<file path="config.mk">
export PLATFORM = sky130hd
export DESIGN_NAME = minx16_dbus_target_flat
export DESIGN_NICKNAME = d
export VERILOG_FILES = /design/src/rtl/minx16_dbus_pkg.sv /design/src/rtl/minx16_dbus_if.sv /design/src/rtl/minx16_dbus_regfile.sv /design/src/rtl/minx16_dbus_target.sv /design/src/flat_wrapper.sv
export SDC_FILE = /design/constraint.sdc
export NUM_CORES = 1
export LEC_CHECK = 0
export BUFFER_PORTS_ARGS = -buffer_cell sky130_fd_sc_hd__buf_2
export CAP_MARGIN = 20
export CORE_UTILIZATION = 25
export CTS_CLUSTER_SIZE = 14
export DETAILED_ROUTE_END_ITERATION = 10
export PLACE_DENSITY = 0.36
export SYNTH_ARGS = -nofsm -noshare
export SYNTH_HDL_FRONTEND = slang
export SYNTH_SLANG_ARGS = --single-unit
</file>
<file path="constraint.sdc">
create_clock -name clk_i -period 4.3 [get_ports clk_i]
set_clock_uncertainty 0.05 [all_clocks]
set_input_delay 0.215 -clock clk_i [delete_from_list [all_inputs] [get_ports clk_i]]
set_output_delay 0.215 -clock clk_i [all_outputs]
set_load 0.01 [all_outputs]
</file>
<file path="src/rtl/minx16_dbus_pkg.sv">
// Shared definitions for the Minx16 dbus target: FSM states, strobe bit positions
// and the address-window decode helper.
package minx16_dbus_pkg;

   typedef enum logic [1:0] {
      ST_IDLE,
      ST_ADDR,
      ST_WAIT,
      ST_ACK
   } dbus_state_t;

   localparam int unsigned STB_LO = 0;
   localparam int unsigned STB_HI = 1;

   // The window spans 2**(addr_w+1) bytes starting at base.
   function automatic logic win_hit(input logic [15:0] addr,
                                    input logic [15:0] base,
                                    input int unsigned addr_w);
      logic [15:0] mask;
      mask = 16'((32'd1 << (addr_w + 1)) - 32'd1);
      return (addr & ~mask) == base;
   endfunction

endpackage

</file>
<file path="src/rtl/minx16_dbus_if.sv">
// Minx16 multiplexed data bus as seen between the CPU (master) and a bus target (slave).
interface minx16_dbus_if;

   logic [15:0] ad_i;
   logic [15:0] ad_o;
   logic [15:0] ad_oeb_o;
   logic        ale_i;
   logic        dle_i;
   logic [1:0]  stb_i;
   logic        rd_i;
   logic        wr_i;
   logic        rdy_o;
   logic        hit_o;

   modport slave (
      input  ad_i, ale_i, dle_i, stb_i, rd_i, wr_i,
      output ad_o, ad_oeb_o, rdy_o, hit_o
   );

   modport master (
      output ad_i, ale_i, dle_i, stb_i, rd_i, wr_i,
      input  ad_o, ad_oeb_o, rdy_o, hit_o
   );

endinterface

</file>
<file path="src/rtl/minx16_dbus_regfile.sv">
// 2**ADDR_W x 16 register file: synchronous write with per-byte enables,
// combinational read. Contents are not reset.
module minx16_dbus_regfile
   import minx16_dbus_pkg::*;
#(
   parameter int unsigned ADDR_W = 4
) (
   input  logic              clk_i,
   input  logic              we,
   input  logic [1:0]        be,
   input  logic [ADDR_W-1:0] waddr,
   input  logic [15:0]       wdata,
   input  logic [ADDR_W-1:0] raddr,
   output logic [15:0]       rdata
);

   logic [15:0] mem [2**ADDR_W];

   always_ff @(posedge clk_i) begin
      if (we) begin
         if (be[STB_LO]) mem[waddr][7:0]  <= wdata[7:0];
         if (be[STB_HI]) mem[waddr][15:8] <= wdata[15:8];
      end
   end

   assign rdata = mem[raddr];

endmodule

</file>
<file path="src/rtl/minx16_dbus_target.sv">
// Minx16 dbus target: demultiplexes AD, decodes a fixed window and services
// reads/writes from a register file after WAIT_STATES cycles, completing with rdy.
module minx16_dbus_target
   import minx16_dbus_pkg::*;
#(
   parameter int unsigned ADDR_W      = 4,
   parameter logic [15:0] BASE_ADDR   = 16'hF000,
   parameter int unsigned WAIT_STATES = 2
) (
   input logic           clk_i,
   input logic           rst_i,
   minx16_dbus_if.slave  bus
);

   localparam logic [3:0] WAIT_CNT = 4'(WAIT_STATES);

   dbus_state_t       state, state_nxt;
   logic [ADDR_W-1:0] idx_q;
   logic              hit_q;
   logic [15:0]       wdata_q;
   logic              vld_q;
   logic [1:0]        stb_q;
   logic              wr_q;
   logic [3:0]        cnt_q;
   logic [15:0]       ad_q;
   logic [15:0]       oeb_q;
   logic              rdy_q;

   logic              accept, commit, release_bus;
   logic [15:0]       rf_rdata;
   logic [15:0]       byte_mask;

   always_ff @(posedge clk_i) begin
      if (rst_i) state <= ST_IDLE;
      else       state <= state_nxt;
   end

   // ale_i overrides every state: it aborts the current access and drops the bus.
   always_comb begin
      state_nxt   = state;
      accept      = 1'b0;
      commit      = 1'b0;
      release_bus = 1'b0;
      if (bus.ale_i) begin
         state_nxt   = ST_ADDR;
         release_bus = 1'b1;
      end else begin
         case (state)
            ST_IDLE: ;
            ST_ADDR: begin
               if (hit_q) begin
                  if (bus.rd_i && !bus.wr_i)
                     accept = 1'b1;
                  else if (bus.wr_i && !bus.rd_i && (vld_q || bus.dle_i))
                     accept = 1'b1;
               end
               if (accept) state_nxt = ST_WAIT;
            end
            ST_WAIT: begin
               if (cnt_q == '0) begin
                  state_nxt = ST_ACK;
                  commit    = 1'b1;
               end
            end
            ST_ACK: begin
               if (!bus.rd_i && !bus.wr_i) begin
                  state_nxt   = ST_IDLE;
                  release_bus = 1'b1;
               end
            end
            default: state_nxt = ST_IDLE;
         endcase
      end
   end

   assign byte_mask = {{8{stb_q[STB_HI]}}, {8{stb_q[STB_LO]}}};

   always_ff @(posedge clk_i) begin
      if (rst_i) begin
         idx_q   <= '0;
         hit_q   <= 1'b0;
         wdata_q <= '0;
         vld_q   <= 1'b0;
         stb_q   <= '0;
         wr_q    <= 1'b0;
         cnt_q   <= '0;
         ad_q    <= '0;
         oeb_q   <= '1;
         rdy_q   <= 1'b0;
      end else begin
         if (bus.ale_i) begin
            idx_q <= bus.ad_i[ADDR_W:1];
            hit_q <= win_hit(bus.ad_i, BASE_ADDR, ADDR_W);
            vld_q <= 1'b0;
         end else if (state == ST_ADDR && hit_q && bus.dle_i) begin
            wdata_q <= bus.ad_i;
            vld_q   <= 1'b1;
         end

         if (accept) begin
            stb_q <= bus.stb_i;
            wr_q  <= bus.wr_i;
            cnt_q <= WAIT_CNT;
         end else if (state == ST_WAIT && cnt_q != '0) begin
            cnt_q <= cnt_q - 4'd1;
         end

         if (commit) begin
            rdy_q <= 1'b1;
            if (!wr_q) begin
               ad_q  <= rf_rdata & byte_mask;
               oeb_q <= '0;
            end
         end else if (release_bus) begin
            rdy_q <= 1'b0;
            ad_q  <= '0;
            oeb_q <= '1;
         end
      end
   end

   minx16_dbus_regfile #(.ADDR_W(ADDR_W)) u_regfile (
      .clk_i (clk_i),
      .we    (commit && wr_q),
      .be    (stb_q),
      .waddr (idx_q),
      .wdata (wdata_q),
      .raddr (idx_q),
      .rdata (rf_rdata)
   );

   assign bus.ad_o     = ad_q;
   assign bus.ad_oeb_o = oeb_q;
   assign bus.rdy_o    = rdy_q;
   assign bus.hit_o    = hit_q;

endmodule

</file>
<file path="src/flat_wrapper.sv">
// flat-port wrapper written by rule: the top's interface ports become plain ports
module minx16_dbus_target_flat import minx16_dbus_pkg::*;
#(
   parameter int unsigned ADDR_W      = 4,
   parameter logic [15:0] BASE_ADDR   = 16'hF000,
   parameter int unsigned WAIT_STATES = 2
)
  (clk_i, rst_i, bus_ad_i, bus_ale_i, bus_dle_i, bus_stb_i, bus_rd_i, bus_wr_i, bus_ad_o, bus_ad_oeb_o, bus_rdy_o, bus_hit_o);
  minx16_dbus_if bus_i ();
  input logic clk_i;
  input logic rst_i;
  input wire logic [$bits(bus_i.ad_i)-1:0] bus_ad_i;
  input wire logic [$bits(bus_i.ale_i)-1:0] bus_ale_i;
  input wire logic [$bits(bus_i.dle_i)-1:0] bus_dle_i;
  input wire logic [$bits(bus_i.stb_i)-1:0] bus_stb_i;
  input wire logic [$bits(bus_i.rd_i)-1:0] bus_rd_i;
  input wire logic [$bits(bus_i.wr_i)-1:0] bus_wr_i;
  output wire logic [$bits(bus_i.ad_o)-1:0] bus_ad_o;
  output wire logic [$bits(bus_i.ad_oeb_o)-1:0] bus_ad_oeb_o;
  output wire logic [$bits(bus_i.rdy_o)-1:0] bus_rdy_o;
  output wire logic [$bits(bus_i.hit_o)-1:0] bus_hit_o;
  assign bus_i.ad_i = bus_ad_i;
  assign bus_i.ale_i = bus_ale_i;
  assign bus_i.dle_i = bus_dle_i;
  assign bus_i.stb_i = bus_stb_i;
  assign bus_i.rd_i = bus_rd_i;
  assign bus_i.wr_i = bus_wr_i;
  assign bus_ad_o = bus_i.ad_o;
  assign bus_ad_oeb_o = bus_i.ad_oeb_o;
  assign bus_rdy_o = bus_i.rdy_o;
  assign bus_hit_o = bus_i.hit_o;
  minx16_dbus_target #(.ADDR_W(ADDR_W), .BASE_ADDR(BASE_ADDR), .WAIT_STATES(WAIT_STATES)) u_core (.clk_i(clk_i), .rst_i(rst_i), .bus(bus_i));
endmodule
</file>
After elaboration in Yosys (flattened, before gate mapping)

Memory sizes are Yosys's and may differ from the RTL's. A register that Yosys moved wholly into a read port is not among the register bits.
Index checks and enable logic that the tools add are counted.

Latch bits: 0
Bits in writable memories: 256
Logic and storage cells: 87
Output and inout port bits: 34
Bits in read-only memories: 0
Input bits: 24
Flip-flop bits (word level): 64
Memories kept: 1

Add/subtract/negate cells: 1
Reductions and logical operators: 23
Bitwise logic cells: 2
Divide/modulo/power cells: 0
Shifts and indexed selects: 0
$lt $le $gt $ge: 0
Eq/ne operators: 11
Multiplexer cells: 36
$mul: 0

Memory list:

| name                 | depth | width | rd ports | clocked after memory_dff | wr ports | line                      | source |
|---|---|---|---|---|---|---|---|
| u_core.u_regfile.mem | 16    | 16    | 1        | 1                        | 1        | minx16_dbus_regfile.sv:17 | `logic [15:0] mem [2**ADDR_W];` |

Operators by type and width:

| cell                                                                   | number |
|---|---|
| 16-bit two-way mux                                                     | 6 |
| 1-bit two-way mux                                                      | 22 |
| 16-bit AND                                                             | 1 |
| 11-bit equality test (second input constant)                           | 1 |
| 2-bit two-way mux                                                      | 5 |
| 3-bit by 2-bit != test with 1-bit output (second input constant)       | 3 |
| 1-bit logical AND                                                      | 8 |
| 4-bit two-way mux                                                      | 2 |
| 4-bit AND reduction                                                    | 2 |
| 4-bit nonzero test                                                     | 2 |
| 2-bit by 1-bit != test with 1-bit output (second input constant)       | 3 |
| 2-bit case mux with 3 select lines                                     | 1 |
| 2-bit equality test (second input constant)                            | 2 |
| 4-bit logical NOT                                                      | 1 |
| 2-bit AND reduction                                                    | 2 |
| 2-bit nonzero test                                                     | 2 |
| 2-bit OR reduction                                                     | 2 |
| 4-bit by 1-bit subtractor with 4-bit output (second input constant)    | 1 |
| 3-bit nonzero test                                                     | 1 |
| 2-bit by 1-bit equality test with 1-bit output (second input constant) | 1 |
| 1-bit logical NOT                                                      | 2 |
| 2-bit != test (second input constant)                                  | 1 |
| 1-bit logical OR                                                       | 1 |
| 1-bit inverter                                                         | 1 |

Longest topological paths before layout

Depth after elaboration: 11
Gate-level depth with buffers: 8
Depth with buffers taken out: 7

Modules after synthesis

From an unflattened synthesis, not the netlist that was laid out.

Cells, all modules: 703
Area, all modules: 12,140.4 sq um

By module, submodules not included:

| module              | seq. area each (sq um) | cells an instance | area an instance (sq um) | times used |
|---|---|---|---|---|
| minx16_dbus_regfile | 7,687.4                | 444               | 9,863.2                  | 1 |
| minx16_dbus_target  | 980.9                  | 259               | 2,277.2                  | 1 |

Worst setup path before layout

OpenSTA, ideal clock, no wires.

Path type: reg-to-reg
Start point: register u_core.cnt_q[0]
End point: memory u_core.u_regfile.mem[12][0] (enable)
Slack: 1.878 ns
Path buffers: 0
Data arrival time: 2.002 ns
Period minus slack after synthesis: 2.422 ns
Cell stages (with the launch flop): 8
Library setup time: 0.370 ns
Required time: 3.880 ns
Cell sequence: dfxtp_1 -> inv_1 -> ha_1 -> or3b_4 -> nor3b_4 -> and3_2 -> nand3_1 -> nor2_1

Cells in the longest elaborated chain, start to end: 7

RTL lines:

| what                                    | line                      | source |
|---|---|---|
| start: declaration                      | minx16_dbus_target.sv:24  | `logic [3:0] cnt_q;` |
| start signal: assignment                | minx16_dbus_target.sv:105 | `cnt_q <= cnt_q - 4'd1;` |
| 4-bit logical NOT                       | minx16_dbus_target.sv:60  | `if (cnt_q == '0) begin` |
| 1-bit two-way mux                       | minx16_dbus_target.sv:60  |  |
| 1-bit two-way mux                       | minx16_dbus_target.sv:48  | `case (state)` |
| 1-bit two-way mux                       | minx16_dbus_target.sv:44  | `if (bus.ale_i) begin` |
| 1-bit logical AND                       | minx16_dbus_target.sv:124 | `.we (commit && wr_q),` |
| 1-bit two-way mux                       | minx16_dbus_regfile.sv:20 | `if (we) begin` |
| 1-bit two-way mux (not written as such) | minx16_dbus_regfile.sv:21 | `if (be[STB_LO]) mem[waddr][7:0] <= wdata[7:0];` |
| end: declaration                        | minx16_dbus_regfile.sv:17 |  |

Every way passes these cells.

Worst setup path in the final report

Start point: register u_core.cnt_q[0]
End point: memory u_core.u_regfile.mem[13][1] (enable)

Same word-level chain as after synthesis.

==> results.yml <==
final_layout:
  drive_above_1_share: 0.294
  fin_nets: 766
  n_antenna_cell: 0
  area_growth_pct: 18.3
  fill_cells: 4536
yosys:
  synth_area_um2: 12000
  avgSynthCellArea_um2: 18.0
  yosys.area.top_type: "edfxtp_1"
  synth_top_area_frac: 0.641
  synth_edf_count: 256
  synth_fp_nets: 695
  synth_seq_cells: 309
  ys.flop_type: "edfxtp_1"
  yosys_warnings: 0
  ys_seq_area_frac: 0.729
  synthCells: 665
  synth.distinct_cells: 41
  synth_area_leaders: "edfxtp_1, mux4_2, dfxtp_1"
  ys_async_sr_fraction: 0
clocking:
  cts_setup_buffers: 0
  h-tree-depth: 2
  cts-root-buf: "clkbuf_16"
  clk_pin_slew_ns: 0.06
  numCtsBuffers: 35
  clockBufferDepth: 3
  insertion_delay_ns: 0.51
  cts_tree: "yes"
  clock_sinks: 309
sta:
  setup_tns_ns: 0
  hold_viol: 0
  setup_viol: 0
  fmax_mhz: 342
  slew_viol_final: 0
  grt_setup_unrepaired: "false"
  slew_headroom: 0.313
  fin_ws_ns: 1.37
  whs_ns: 0.109
  tightest_slew_ns: 1.03
  fin_crit_ns: 2.93
  finalCritPeriodShare: 0.681
drt:
  routedWlPerCell_um: 22.2
  drc: 0
  drtIter0Drc: 515
  ant_nets: 0
  drtPass1Iterations: 5
  drt-total-wl_um: 30400
  viasPerCell: 4.51
  via_count: 6181
die:
  placementRows: 79
  die_area_um2: 48900
  io_pins: 58
  die_width_um: 221
  core_um2: 47000
  start_util: 0.256
  fp.dieH_um: 221
worst_setup_path:
  crit_type: "register to register"
  r2r_start: "u_core.cnt_q[0]"
  path_max_fanout: 10
  cp.required_ns: 4.39
  cp-start-kind: "register"
  cp.arrival_ns: 3.01
  endpoint_kind: "register"
  crit_path_start: "u_core.cnt_q[0]"
grt:
  antenna_found_initial: 0
  grt_pass1_vias: 6599
  grt_usage: 0.126
  grt_pass1_wl_um: 45200
  grt_max_degree: 49
  grt.overflow.total: 0
power_and_ir_drop:
  peakVddDrop_mv: 0.250
  finalPower_mw: 6.43
  leakage_nw: 5.15
  p_comb_frac: 0.024
  seqPwrFrac: 0.503
  sw_frac_of_total: 0.203
  clock_power_share: 0.474
  intPower_mw: 5.13
  power_density_nw_per_um2: 453
  p_sw_mw: 1.31
hold_path:
  hp-start: "bus_ale_i"
  hold_class: "primary input to register"
placement:
  pre_cts_ws_ns: 1.32
  post-dp-hpwl_um: 20000
  gp_congestion: 0.762
  io_buffers: 57
run_status:
  status: "complete, no violations"
job:
  maxCapViolations: 0
cells by family after synthesis:
| logic type | count (synthesis) | synth area share |
|---|---|---|
| adders and majority gates | 6 | 0.00626 |
| xor gates and xnor gates | 3 | 0.00219 |
| muxes | 105 | 0.156 |
| and+or+nand+nor | 147 | 0.0559 |
| DFF | 309 | 0.729 |
| AOI/OAI and AO/OA | 42 | 0.0268 |
| buffers and inverters | 53 | 0.0240 |
synthesized netlist by cell type, types with 7 or more instances:
cell type / n
a21oi_1: 18
a221o_2: 16
buf_1: 7
buf_2: 9
buf_4: 16
clkbuf_1: 11
dfxtp_1: 53
edfxtp_1: 256
mux2_2: 16
mux2i_1: 25
mux4_2: 64
nand2_1: 43
nor2_1: 64
routing by layer:
metal / routed length [um] / part of all wire / up-vias / global-route usage
met3: 1100 / 0.036 / 37 / 0.0197
met2: 14400 / 0.47 / 150 / 0.202
met1: 14300 / 0.47 / 3254 / 0.174
li1: - / - / 2740 / -
met4: 634 / 0.021 / 0 / 0.0383
met5: 0 / 0 / - / 0
state kept, by name (all words and copies together) (netlist names), named ones only:
register / count
u_core.u_regfile.mem: 256
u_core.bus.ad_o: 16
u_core.wdata_q: 16
u_core.cnt_q: 4
u_core.idx_q: 4
u_core.state: 2
u_core.stb_q: 2
u_core.bus.ad_oeb_o: 1
u_core.bus.hit_o: 1
u_core.bus.rdy_o: 1
u_core.vld_q: 1
u_core.wr_q: 1
power groups by stage:
stage          sequential (mW)  clock (mW)  combinational [mW]
2_1_floorplan             3.27           0               0.117
3_3_place_gp              3.30           0               0.141
3_5_place_dp              3.30           0               0.141
4_1_cts                   3.23        3.13               0.155
5_1_grt                   3.23        3.23               0.164
6_report                  3.23        3.05               0.152
cells in the final DEF, fill, tap and decap left out, drive strengths merged, types with 4 or more instances in the layout:
cell and n:
a21oi 18, a221o 16, and3 6, buf 61, bufinv 4, clkbuf 41
clkinv 12, clkinvlp 6, dfxtp 53, dlygate4sd3 20, edfxtp 256, ha 6
inv 6, mux2 16, mux2i 25, mux4 64, nand2 43, nand2b 5
nand3 6, nor2 65, nor3 6, nor4 4
final cells by class:
type	count	area (um2)	area share
Sequential cell	309	8750	0.616
Inverter	6	22.5	0.00159
Timing Repair Buffer	81	515	0.0363
Clock inverter	22	214	0.0151
Tap cell	607	759	0.0535
Multi-Input combinational cell	303	2970	0.209
Clock buffer	41	971	0.0684
per-stage QoR:
| step | cells | instance area, um2 | util |
|---|---|---|---|
| after detailed placement | 1286 | 12800 | 0.273 |
| after floorplan | 665 | 12000 | - |
| after global placement | 1286 | 12800 | 0.273 |
| after CTS | 1369 | 14200 | 0.302 |
| final | 1369 | 14200 | 0.302 |
| after global routing | 1369 | 14200 | 0.302 |
path summary, 6_finish.rpt:
| kind | slack [ns] | cells after the start | to |
|---|---|---|---|
| max | 1.37 | 7 | u_core.u_regfile.mem[13][1] |
| min | 0.11 | 2 | u_core.vld_q |
| max reg2reg | 1.37 | 7 | u_core.u_regfile.mem[13][1] |
| min reg2reg | 0.44 | 1 | u_core.bus.ad_o[4] |
worst max-delay path, stage by stage, from the launching register on:
cell and delay [ns]:
dfxtp_1 0.33, inv_1 0.06, ha_1 0.15, or3b_4 0.40
nor3b_4 0.44, and3_2 0.32, nand3_1 0.16, nor2_1 0.62
what timing repair did:
action,in CTS,in global routing
endpoints found under the hold margin,29,0
hold buffers,20,0
gates resized for setup,0,0
No activity file was read; power rests on OpenSTA's default activity.
